[src/rtl/seven_segment_pkg.sv]
// Shared definitions for the seven-segment scan driver: active-high hex
// segment patterns, segment bit positions and the per-slot state encoding.
package seven_segment_pkg;

    // Segment bit positions within the 8-bit segment bus
    localparam int unsigned SEG_A  = 0;
    localparam int unsigned SEG_B  = 1;
    localparam int unsigned SEG_C  = 2;
    localparam int unsigned SEG_D  = 3;
    localparam int unsigned SEG_E  = 4;
    localparam int unsigned SEG_F  = 5;
    localparam int unsigned SEG_G  = 6;
    localparam int unsigned SEG_DP = 7;

    // Active-high a..g patterns (bit0 = a) for hex digits 0..F
    localparam logic [6:0] HEX_SEGMENTS [16] = '{
        7'h3F, 7'h06, 7'h5B, 7'h4F,
        7'h66, 7'h6D, 7'h7D, 7'h07,
        7'h7F, 7'h6F, 7'h77, 7'h7C,
        7'h39, 7'h5E, 7'h79, 7'h71
    };

    // Per-slot phase: DEAD = all digits off, DRIVE = selected digit lit
    typedef enum logic {
        DEAD  = 1'b0,
        DRIVE = 1'b1
    } state_t;

endpackage

[src/rtl/seven_segment_decoder.sv]
// Hex nibble plus decimal point to active-high segment pattern.
import seven_segment_pkg::*;

module seven_segment_decoder (
    input  logic [3:0] nibble,
    input  logic       dp,
    output logic [7:0] pattern
);

    // Table lookup for a..g, dp passed straight through
    always_comb begin
        pattern              = '0;
        pattern[SEG_G:SEG_A] = HEX_SEGMENTS[nibble];
        pattern[SEG_DP]      = dp;
    end

endmodule

[src/rtl/seven_segment_mux.sv]
// Time-multiplexed, double-buffered driver for a DIGITS-digit seven-segment
// display with dead time between digit slots.
// Optional: define SEVEN_SEGMENT_LZB_EN to enable leading-zero blanking.
import seven_segment_pkg::*;

module seven_segment_mux #(
    parameter int DIGITS         = 4,
    parameter int CLK_HZ         = 50000000,
    parameter int REFRESH_HZ     = 1000,
    parameter int DEAD_CYCLES    = 16,
    parameter int SEG_ACTIVE_LOW = 1,
    parameter int DIG_ACTIVE_LOW = 1
) (
    input  logic                  clk,
    input  logic                  rst_n,
    input  logic [4*DIGITS-1:0]   value,
    input  logic [DIGITS-1:0]     dp_in,
    input  logic [DIGITS-1:0]     blank,
    input  logic                  load,
    output logic [7:0]            seg,
    output logic [DIGITS-1:0]     dig_en,
    output logic                  frame_done
);

    localparam int DIV = CLK_HZ / REFRESH_HZ;
    localparam int PW  = (DIV > 1) ? $clog2(DIV) : 1;
    localparam int IW  = (DIGITS > 1) ? $clog2(DIGITS) : 1;

    localparam logic [PW-1:0]     PRE_LAST      = PW'(DIV - 1);
    localparam logic [PW-1:0]     PRE_DEAD_LAST = PW'((DEAD_CYCLES > 0) ? DEAD_CYCLES - 1 : 0);
    localparam logic [IW-1:0]     IDX_LAST      = IW'(DIGITS - 1);
    localparam state_t            SLOT_START    = (DEAD_CYCLES > 0) ? DEAD : DRIVE;
    localparam logic [7:0]        SEG_OFF       = (SEG_ACTIVE_LOW != 0) ? 8'hFF : 8'h00;
    localparam logic [DIGITS-1:0] DIG_OFF       = (DIG_ACTIVE_LOW != 0) ? '1 : '0;

    logic [PW-1:0]       pre;
    logic [IW-1:0]       index;
    state_t              state;
    logic                slot_end;
    logic                wrap;

    logic [4*DIGITS-1:0] act_value;
    logic [DIGITS-1:0]   act_dp;
    logic [DIGITS-1:0]   act_blank;
    logic [4*DIGITS-1:0] pend_value;
    logic [DIGITS-1:0]   pend_dp;
    logic [DIGITS-1:0]   pend_blank;
    logic                pend_valid;

    logic [DIGITS-1:0]   dark;
    logic [3:0]          cur_nibble;
    logic                cur_dp;
    logic                cur_dark;
    logic [7:0]          cur_pattern;

    // Slot end and frame wrap strobes
    always_comb begin
        slot_end = (pre == PRE_LAST);
        wrap     = slot_end && (index == IDX_LAST);
    end

    // Prescaler, digit index, slot phase and frame pulse
    always_ff @(posedge clk or negedge rst_n) begin
        if (!rst_n) begin
            pre        <= '0;
            index      <= '0;
            state      <= SLOT_START;
            frame_done <= 1'b0;
        end else begin
            frame_done <= wrap;
            if (slot_end) begin
                pre   <= '0;
                index <= (index == IDX_LAST) ? '0 : index + IW'(1);
                state <= SLOT_START;
            end else begin
                pre <= pre + PW'(1);
                // State tracks the prescaler value being entered on this edge
                if ((DEAD_CYCLES > 0) && (pre == PRE_DEAD_LAST))
                    state <= DRIVE;
            end
        end
    end

    // Pending/active buffers; swap only at the frame boundary
    always_ff @(posedge clk or negedge rst_n) begin
        if (!rst_n) begin
            act_value  <= '0;
            act_dp     <= '0;
            act_blank  <= '0;
            pend_value <= '0;
            pend_dp    <= '0;
            pend_blank <= '0;
            pend_valid <= 1'b0;
        end else if (wrap) begin
            if (load) begin
                act_value  <= value;
                act_dp     <= dp_in;
                act_blank  <= blank;
                pend_valid <= 1'b0;
            end else if (pend_valid) begin
                act_value  <= pend_value;
                act_dp     <= pend_dp;
                act_blank  <= pend_blank;
                pend_valid <= 1'b0;
            end
        end else if (load) begin
            pend_value <= value;
            pend_dp    <= dp_in;
            pend_blank <= blank;
            pend_valid <= 1'b1;
        end
    end

`ifdef SEVEN_SEGMENT_LZB_EN
    // Explicit blank plus leading-zero blanking scanned from the top digit down
    always_comb begin
        logic run;
        dark = act_blank;
        run  = 1'b1;
        for (int unsigned k = DIGITS - 1; k >= 1; k--) begin
            if (run && (act_value[4*k +: 4] == 4'h0) && !act_dp[k])
                dark[k] = 1'b1;
            run = run && dark[k];
        end
    end
`else
    // Only the explicit blank input darkens a digit
    always_comb begin
        dark = act_blank;
    end
`endif

    // Select the nibble, dp and blanking of the digit owning the current slot
    always_comb begin
        cur_nibble = '0;
        cur_dp     = 1'b0;
        cur_dark   = 1'b0;
        for (int unsigned k = 0; k < DIGITS; k++) begin
            if (index == IW'(k)) begin
                cur_nibble = act_value[4*k +: 4];
                cur_dp     = act_dp[k];
                cur_dark   = dark[k];
            end
        end
    end

    seven_segment_decoder u_decoder (
        .nibble  (cur_nibble),
        .dp      (cur_dp),
        .pattern (cur_pattern)
    );

    // Registered pin drivers with polarity applied
    always_ff @(posedge clk or negedge rst_n) begin
        if (!rst_n) begin
            seg    <= SEG_OFF;
            dig_en <= DIG_OFF;
        end else if (state == DRIVE) begin
            seg    <= (cur_dark ? 8'h00 : cur_pattern) ^ SEG_OFF;
            dig_en <= (DIGITS'(1) << index) ^ DIG_OFF;
        end else begin
            seg    <= SEG_OFF;
            dig_en <= DIG_OFF;
        end
    end

endmodule
[config.mk]
export PLATFORM = sky130hd
export DESIGN_NAME = seven_segment_mux
export DESIGN_NICKNAME = d
export VERILOG_FILES = /design/src/rtl/seven_segment_pkg.sv /design/src/rtl/seven_segment_decoder.sv /design/src/rtl/seven_segment_mux.sv
export SDC_FILE = /design/constraint.sdc
export NUM_CORES = 1
export LEC_CHECK = 0
export ABC_AREA = 1
export CORE_MARGIN = 1.5
export CORE_UTILIZATION = 44
export DETAILED_ROUTE_END_ITERATION = 8
export MAX_ROUTING_LAYER = met4
export PLACE_DENSITY = 0.62
export SLEW_MARGIN = 20
export SYNTH_ARGS = -nofsm -noshare
export SYNTH_HDL_FRONTEND = slang
export SYNTH_SLANG_ARGS = --single-unit
[constraint.sdc]
create_clock -name clk -period 2.2 [get_ports clk]
set_input_delay 0.44 -clock clk [delete_from_list [all_inputs] [get_ports clk]]
set_output_delay 0.44 -clock clk [all_outputs]
set_load 0.02 [all_outputs]
==> results of run 1 <==
final cells by class:
class / count / area (µm²) / share of cell area, %
well taps: 111 / 139 / 2.84
clock buffers: 9 / 124 / 2.53
multi-input cells: 330 / 1790 / 36.6
flip-flops and latches: 81 / 2040 / 41.8
repair buffers: 48 / 495 / 10.1
clock inverters: 7 / 77.6 / 1.59
inverters: 59 / 223 / 4.55
registers in the layout, indices dropped and copies added (netlist names):
register and cells:
pend_blank 4, frame_done 1, index 2, state 1, act_value 16, act_blank 4, pre 16, act_dp 4
pend_value 16, seg 8, dig_en 4, pend_dp 4, pend_valid 1
kinds of logic (layout without fill, tap and decap cells):
| kind of cell | count (synthesis) | after routing | synth area share, % |
|---|---|---|---|
| multiplexers | 4 | 4 | 0.960 |
| flip-flops | 81 | 81 | 48.9 |
| AO/OA/AOI/OAI | 89 | 89 | 12.6 |
| buffers and inverters | 76 | 123 | 8.52 |
| AND/OR/NAND/NOR | 219 | 219 | 24.2 |
| adder cells (fa/ha/maj) | 11 | 11 | 3.30 |
| XOR/XNOR | 7 | 7 | 1.47 |
layout by cell type (no fill, tap or decap), drive strengths merged, types with 3 or more instances in the layout:
master / netlist / routed
nand2: 130 / 130
o21ai: 73 / 73
dfrtp: 69 / 69
inv: 58 / 60
nand3: 41 / 41
clkdlybuf4s50: 0 / 38
nor2: 27 / 27
a21oi: 14 / 14
dfstp: 12 / 12
ha: 11 / 11
clkbuf: 3 / 9
buf: 14 / 9
nor3: 7 / 7
nand4: 6 / 6
xor2: 5 / 5
mux2i: 4 / 4
clkinv: 1 / 4
or2: 3 / 3
path summary, 6_finish.rpt:
path,to,slack (ns),cells past startpoint
max,seg[3],0.17,11
min,seg[7],0.43,1
max reg2reg,seg[3],0.17,11
min reg2reg,seg[7],0.43,1
max in group asynchronous,act_blank[2],1.07,3
min in group asynchronous,state,0.54,2
worst reg2reg max path, delay by kind of cell, from the launching register on:
kind | cells | cell delay, ns
flip-flops | 1 | 0.41
buffers and inverters | 3 | 0.36
AO/OA/AOI/OAI | 1 | 0.12
adder cells (fa/ha/maj) | 2 | 0.50
AND/OR/NAND/NOR | 5 | 0.59
cells in the mapped netlist, types with 2 or more instances:
cell type	instances
mux2i_1	4
or2_1	2
nand2_1	125
ha_1	11
and2_1	2
inv_1	54
clkbuf_1	2
nand3b_1	2
nor3_1	5
nand4_1	4
nor2_1	22
dfrtp_1	69
nand2_2	3
xnor2_1	2
dfstp_2	12
xor2_1	5
o21ai_2	20
inv_2	4
nor2_2	3
buf_2	6
o21ai_1	20
nor2_4	2
o21ai_0	33
buf_6	6
nand4_2	2
a21oi_1	14
o211ai_1	2
nand3_1	39
nand2_4	2
layer usage:
layer  vias up  global-route usage (%)
met2        67                    27.3
met3        18                    4.74
li1       1657                       -
met1      1459                    25.9
met4         0                    7.37
met5         -                       -
what timing repair did:
item | CTS | global route
resized for setup | 2 | 4
endpoints found under the setup margin | 3 | 5
hold buffers | 1 | 0
endpoints found under the hold margin | 16 | 0
report_power, final:
part,switching (mW),internal (mW),leakage (nW)
clock,0.572,0.533,0.100
combinational,0.112,0.0922,1.23
sequential,0.0183,1.53,1.02
total,0.703,2.15,2.36
stage by stage:
step | hold slack, ns | TNS [ns] | utilization, %
after floorplan | 0.144 | 0 | -
after global placement | 0.381 | 0 | 50.7
after detailed placement | 0.389 | -0.0572 | 50.7
after CTS | 0.443 | 0 | 53.0
after global routing | 0.463 | 0 | 53.2
final | 0.434 | 0 | 53.2
==> metrics.txt, run 1 <==
CP peak stage delay 0.41 ns; drt pass-1 iters 4; min-delay src act_dp[3]; DRT met1 WL 4090 µm; Post-Place Cells 628; FF-to-FF Start index[0]; Leak 2.36 nW; largest net degree at the start of global routing 54; maxcap violations 0; met3 wire len 323 µm; vias in the first global route 3040; CP Data Required Time 2.50 ns; WL final 8260 µm; I/O pins 40; Routed Antenna Nets 0; gpl congestion 0.875; crit end category flip-flop; gr ovfl total 0; Synth top area share 41.4%; share of layout cells above drive strength 1 15.5%; Peak VDD IR 0.459 mV; DRT iter0 DRCs 202; Worst Hold Class reg -> reg; Clock Skew 0.0109 ns; # port buffers 39; Area growth syn-to-layout 17.2%; Post-route DRC 0; Overall Power 2.86 mW; WP buf/inv 3; DPL Wire Length 5970 µm; Core ar. 0.00920 mm²; die height 100 µm; first-pass GRT wire length 14400 µm; All-Layer GR Usage 19.0%; final hold violations 0; Tcrit/Tclk final 92.5%; pwr dens 584 mW/mm²; synthesized netlist cell count 487; Finished Layout Cells 645; Setup Fix Bufs, Post-CTS 0; Filler cells 893; flops & latches, synth 81; final net count 567; Placement Setup Slack -0.0275 ns; post-synth top area cell dfrtp_1; TritonCTS clock tree built; metal2 WL 3670 µm; f_max 0.492 GHz; diodes inserted 0; Post-synth ARST share 100%; status complete, no violations; Critical Path Most Common Cell nand3_1; post-synth cell types 39; cell area after synthesis 0.00417 mm²; # setup viols final 0; Root Driver clkbuf_8; Max Slew Vio Count 0; Setup crit start kind flip-flop; setup ws final 0.165 ns; die width 100 µm; Synth Flop Type dfrtp_1; # rows 35; drt wl/cell 12.8 µm; routed vias/inst 4.96; Crit Path Category reg -> reg; Reg clk slew, reported paths 0.09 ns; Crit Path Max Fanout 7; Die ar. 0.0101 mm²; via count 3201; Clock Tree Buf Depth 2; highest layer used for signal routing met4; Cell Chain, Critical Path inv_1 -> ha_2 -> inv_1 -> nand3_1 -> nand2_1 -> o21ai_2 -> inv_2 -> ha_1 -> nand3b_1 -> nand3_1 -> nand3_1; Final Critical Period 2.03 ns; total CTS buffers 9; clock sink count 81; crit path launch index[0]; RSZ-0062 raised after global routing false; critical path arrival 2.33 ns; Worst-Skew Late Latency 0.36 ns; Seq/Total Area, Yosys 48.9%; number of flops mapped to enable cells by yosys 0; synth top area cells dfrtp_1 (41%), nand2_1 (11%), dfstp_2 (7.6%); Placed Area 0.00466 mm²; worst-margin pin slew 0.374 ns; starting density of the core 45.4%; number of H-tree levels 3; normalized max-slew margin 75.0%; initial antenna violation count 0; average size of a mapped cell 8.57 µm²; Synth Net Count 525; Slowest-stage cell, CP dfrtp_1; Design Area, Final 0.00489 mm²; Synth Warn # 0; top cell family by delay on the critical path simple AND/OR/NAND/NOR gates
Power figures use the tool's default switching activity.
==> run 2, diff against run 1 <==
- GPL_TIMING_DRIVEN: default -> 0
==> metrics.txt, run 2 (synthesized netlist as in run 1, its figures left out) <==
status finished, violations left; failing checks negative hold slack; # rows 35; Die ar. 0.0101 mm²; gpl congestion 0.891; drt wl/cell 13.2 µm; die height 100 µm; die width 100 µm; diodes inserted 0; Crit Path Category reg -> reg; pwr dens 546 mW/mm²; total CTS buffers 9; Worst-Skew Late Latency 0.34 ns; top cell family by delay on the critical path simple AND/OR/NAND/NOR gates; Design Area, Final 0.00490 mm²; routed vias/inst 5.00; f_max 0.486 GHz; crit end category flip-flop; Root Driver clkbuf_8; Crit Path Max Fanout 7; Hold Worst Slack -0.00229 ns; DRT iter0 DRCs 205; Reg clk slew, reported paths 0.08 ns; final net count 576; largest net degree at the start of global routing 57; number of H-tree levels 3; Peak VDD IR 0.298 mV; Clock Skew 0.00935 ns; DPL Wire Length 6340 µm; Max Slew Vio Count 0; TritonCTS clock tree built; Slowest-stage cell, CP dfrtp_1; first-pass GRT wire length 15200 µm; most frequent cells in the layout nand2_1 (125), dfrtp_1 (69), inv_1 (53); starting density of the core 45.4%; Cell Chain, Critical Path inv_1 -> ha_2 -> inv_1 -> nand3_1 -> nand2_1 -> o21ai_2 -> inv_2 -> ha_1 -> nand3b_1 -> nand3_1 -> nand3_1; CP peak stage delay 0.40 ns; Final Critical Period 2.06 ns; commonest non-fill, non-tap cell in the layout nand2_1; worst-margin pin slew 0.417 ns; Worst Hold Class in -> async; Setup Fix Bufs, Post-CTS 0; Tcrit/Tclk final 93.6%; I/O pins 40; Core ar. 0.00920 mm²; critical path arrival 2.32 ns; biggest regs act_value x16, pend_value x16, pre x16; CTS Hold Bufs 0; Finished Layout Cells 653; initial antenna violation count 0; WP buf/inv 3; WL final 8620 µm; Leak 2.37 nW; normalized max-slew margin 72.2%; vias in the first global route 3245; # port buffers 39; maxcap violations 0; Clock Tree Buf Depth 2; Area growth syn-to-layout 17.4%; Critical Path Most Common Cell nand3_1; Placed Area 0.00473 mm²; Post-route DRC 0; Routed Antenna Nets 0; via count 3266; share of layout cells above drive strength 1 16.4%; drt pass-1 iters 4; Setup crit start kind flip-flop; Post-Place Cells 638; gr ovfl total 0; # setup viols final 0; CP Data Required Time 2.47 ns; final hold violations 4; clock sink count 81; All-Layer GR Usage 19.7%
## run 2: changes by cell type in the layout (fill, tap and decap cells not counted), sizes merged
| cell | before | now |
|---|---|---|
| buf | 9 | 16 |
| bufinv | 1 | 0 |
| clkbuf | 9 | 15 |
| clkinvlp | 1 | 0 |
| dlygate4sd3 | 1 | 0 |
| inv | 60 | 58 |
## run 2: worst reg2reg max path: cells and delay by family (launching register included)
kind            cells  cell delay [ns]
flops               1             0.40
buf+inv             3             0.38
compound gates      1             0.13
simple gates        5             0.59
fa+ha+maj           2             0.50
## run 2: final cells by class
class                           instances  area (µm²)
Buffer                                 17         133
Clock buffer                           12         135
Clock inverter                          3        18.8
Fill cell                             905        4300
Inverter                               59         223
Multi-Input combinational cell        330        1790
Sequential cell                        81        2040
Tap cell                              111         139
Timing Repair Buffer                   40         415
## run 2: what timing repair did
item,in CTS,in global routing
setup endpoints to repair,5,5
gates cloned,0,0
gates resized for setup,4,4
pin swaps,0,0
## run 2: through the flow
step	hold WS [ns]	total power [mW]	setup slack (ns)	util (%)	TNS, ns
2_1_floorplan	0.144	1.68	0.268	-	0
3_3_place_gp	0.432	1.78	-2.24	51.1	-169.15
3_5_place_dp	0.379	1.79	-0.0730	51.4	-0.180
4_1_cts	0.00123	2.71	0.0813	53.1	0
5_1_grt	0.00728	2.80	-0.0224	53.3	-0.0224
6_report	-0.00229	2.67	0.142	53.3	0
## run 2: final timing paths
| path | start | endpoint | slack, ns | depth (start not counted) |
|---|---|---|---|---|
| min in group clk | act_dp[3] | seg[7] | 0.44 | 1 |
| max in group asynchronous | rst_n | pend_blank[1] | 1.62 | 2 |
| setup reg to reg | index[0] | seg[3] | 0.14 | 11 |
| setup / recovery | index[0] | seg[3] | 0.14 | 11 |
| hold reg to reg | act_dp[3] | seg[7] | 0.44 | 1 |
| hold / removal | rst_n | pre[12] | -0.002 | 1 |
## run 2: power by group
group | internal, mW | leakage, nW | switching, mW
clock | 0.404 | 0.0802 | 0.508
combinational | 0.0969 | 1.26 | 0.118
sequential | 1.53 | 1.02 | 0.0178
## run 2: layer usage
layer / vias to the layer above / routed length, µm / global-route usage [%]
li1: 1678 / - / -
met1: 1519 / 4290 / 27.7
met2: 58 / 3940 / 29.0
met3: 11 / 234 / 3.13
met4: 0 / 155 / 7.26
met5: - / 0 / -
==> run 3, diff against run 2 <==
- MAX_ROUTING_LAYER: met4 -> default
==> metrics.txt, run 3 (synthesized netlist as in run 1, its figures left out) <==
TritonCTS clock tree built; pwr dens 578 mW/mm²; # port buffers 39; top cell family by delay on the critical path simple AND/OR/NAND/NOR gates; All-Layer GR Usage 19.1%; Routed Antenna Nets 0; FF-to-FF Start index[0]; Clock Tree Buf Depth 2; Root Driver clkbuf_8; R2R Setup Slk 0.17 ns; Setup crit start kind flip-flop; DPL Wire Length 6390 µm; share of layout cells above drive strength 1 17.1%; gpl congestion 0.883; status complete, no violations; first-pass GRT wire length 15100 µm; drt wl/cell 13.3 µm; f_max 0.492 GHz; Die ar. 0.0101 mm²; CP Data Required Time 2.49 ns; Tcrit/Tclk final 92.3%; maxcap violations 0; Crit Path Max Fanout 7; CP Depth 12; crit path launch index[0]; WL final 8740 µm; crit end category flip-flop; Reg clk slew, reported paths 0.08 ns; Leak 2.38 nW; die width 100 µm; vias in the first global route 3212; I/O pins 40; Area growth syn-to-layout 18.7%; Final Critical Period 2.03 ns; starting density of the core 45.4%; Worst Hold Class in -> async; commonest non-fill, non-tap cell in the layout nand2_1; most frequent cells in the layout nand2_1 (125), dfrtp_1 (69), inv_1 (53); Int Power 2.18 mW; final net count 577; total CTS buffers 9; Cell Chain, Critical Path inv_1 -> ha_2 -> nand2_1 -> nand2_1 -> nand3_1 -> nand2_1 -> o21ai_2 -> ha_1 -> nand3_1 -> nor2_1 -> nor2_1 -> nand2_1; clock sink count 81; RSZ-0062 raised after global routing true; # rows 35; Overall Power 2.86 mW; sw power 686 µW; normalized max-slew margin 65.0%; combinational power share 7.6%; Fin Setup TNS 0 ns; gr ovfl total 0; biggest regs act_value x16, pend_value x16, pre x16; die height 100 µm; Max Slew Vio Count 0; number of H-tree levels 3; Sw Share 24.0%; Peak VDD IR 0.313 mV; Slowest-stage cell, CP dfrtp_1; Critical Path Most Common Cell nand2_1; sequential share of power 54.1%; final hold violations 0; Clock Skew 0.0113 ns; WP buf/inv 1; CTS Hold Bufs 0; Post-route DRC 0; power share of the clock group 38.4%; Worst-Skew Late Latency 0.36 ns; drt pass-1 iters 4; largest net degree at the start of global routing 43; CP peak stage delay 0.41 ns; Reg2Reg Capture Point seg[1]; Core ar. 0.00920 mm²; worst-margin pin slew 0.525 ns; critical path arrival 2.32 ns; # setup viols final 0; Critical path destination seg[1]; Register-to-Register Path Depth 12; Crit Path Category reg -> reg; routed vias/inst 5.01; initial antenna violation count 0; diodes inserted 0; DRT iter0 DRCs 160; via count 3279
## run 3: routing by layer
metal	up-vias	global-route usage (%)	part of all wire (%)
li1	1678	-	-
met1	1510	26.0	49
met2	76	30.2	45
met3	15	3.83	3.6
met4	0	7.04	1.9
met5	-	0	0
## run 3: worst min path at each step
stage,end,slack [ns],depth (start not counted)
2_1_floorplan,act_blank[0],0.14,0
3_3_place_gp,seg[7],0.43,1
3_5_place_dp,seg[7],0.42,1
4_1_cts,pre[11],0.07,1
5_1_grt,pre[11],0.09,1
6_report,pre[11],0.06,1
## run 3: power by group through the flow
stage	Combinational, mW	Clock [mW]	Sequential [mW]
6_report	0.216	1.10	1.55
5_1_grt	0.244	1.18	1.55
4_1_cts	0.221	1.13	1.55
3_5_place_dp	0.221	0	1.57
3_3_place_gp	0.212	0	1.57
2_1_floorplan	0.111	0	1.57
## run 3: worst reg2reg max path, delay by kind of cell (launching register included)
kind / cells / cell delay [ns]
and+or+nand+nor: 8 / 0.73
adders and majority gates: 2 / 0.59
AOI/OAI and AO/OA: 1 / 0.09
DFF: 1 / 0.41
buffers and inverters: 1 / 0.16
## run 3: area by class of cell
class | instances | area, µm²
Inverter | 59 | 223
Sequential cell | 81 | 2040
Timing Repair Buffer | 41 | 415
Clock buffer | 11 | 141
Multi-Input combinational cell | 330 | 1800
Buffer | 17 | 135
Tap cell | 111 | 139
Fill cell | 868 | 4240
Clock inverter | 5 | 55.1
## run 3: what timing repair did
item | in CTS | in global routing
gates resized for setup | 3 | 7
buffers inserted | 0 | 1
endpoints found under the setup margin | 5 | 7
## run 3: stage by stage
stage          worst slack (ns)  utilization, %  cell area, µm²  hold slack, ns  instances
6_report                  0.168            53.9            4950          0.0568        655
5_1_grt                 -0.0181            53.9            4950          0.0873        655
4_1_cts                  0.0428            53.5            4920          0.0724        654
3_5_place_dp            -0.0674            51.3            4720           0.424        638
3_3_place_gp              -2.19            51.1            4700           0.429        637
2_1_floorplan             0.268               -            4170           0.144        487
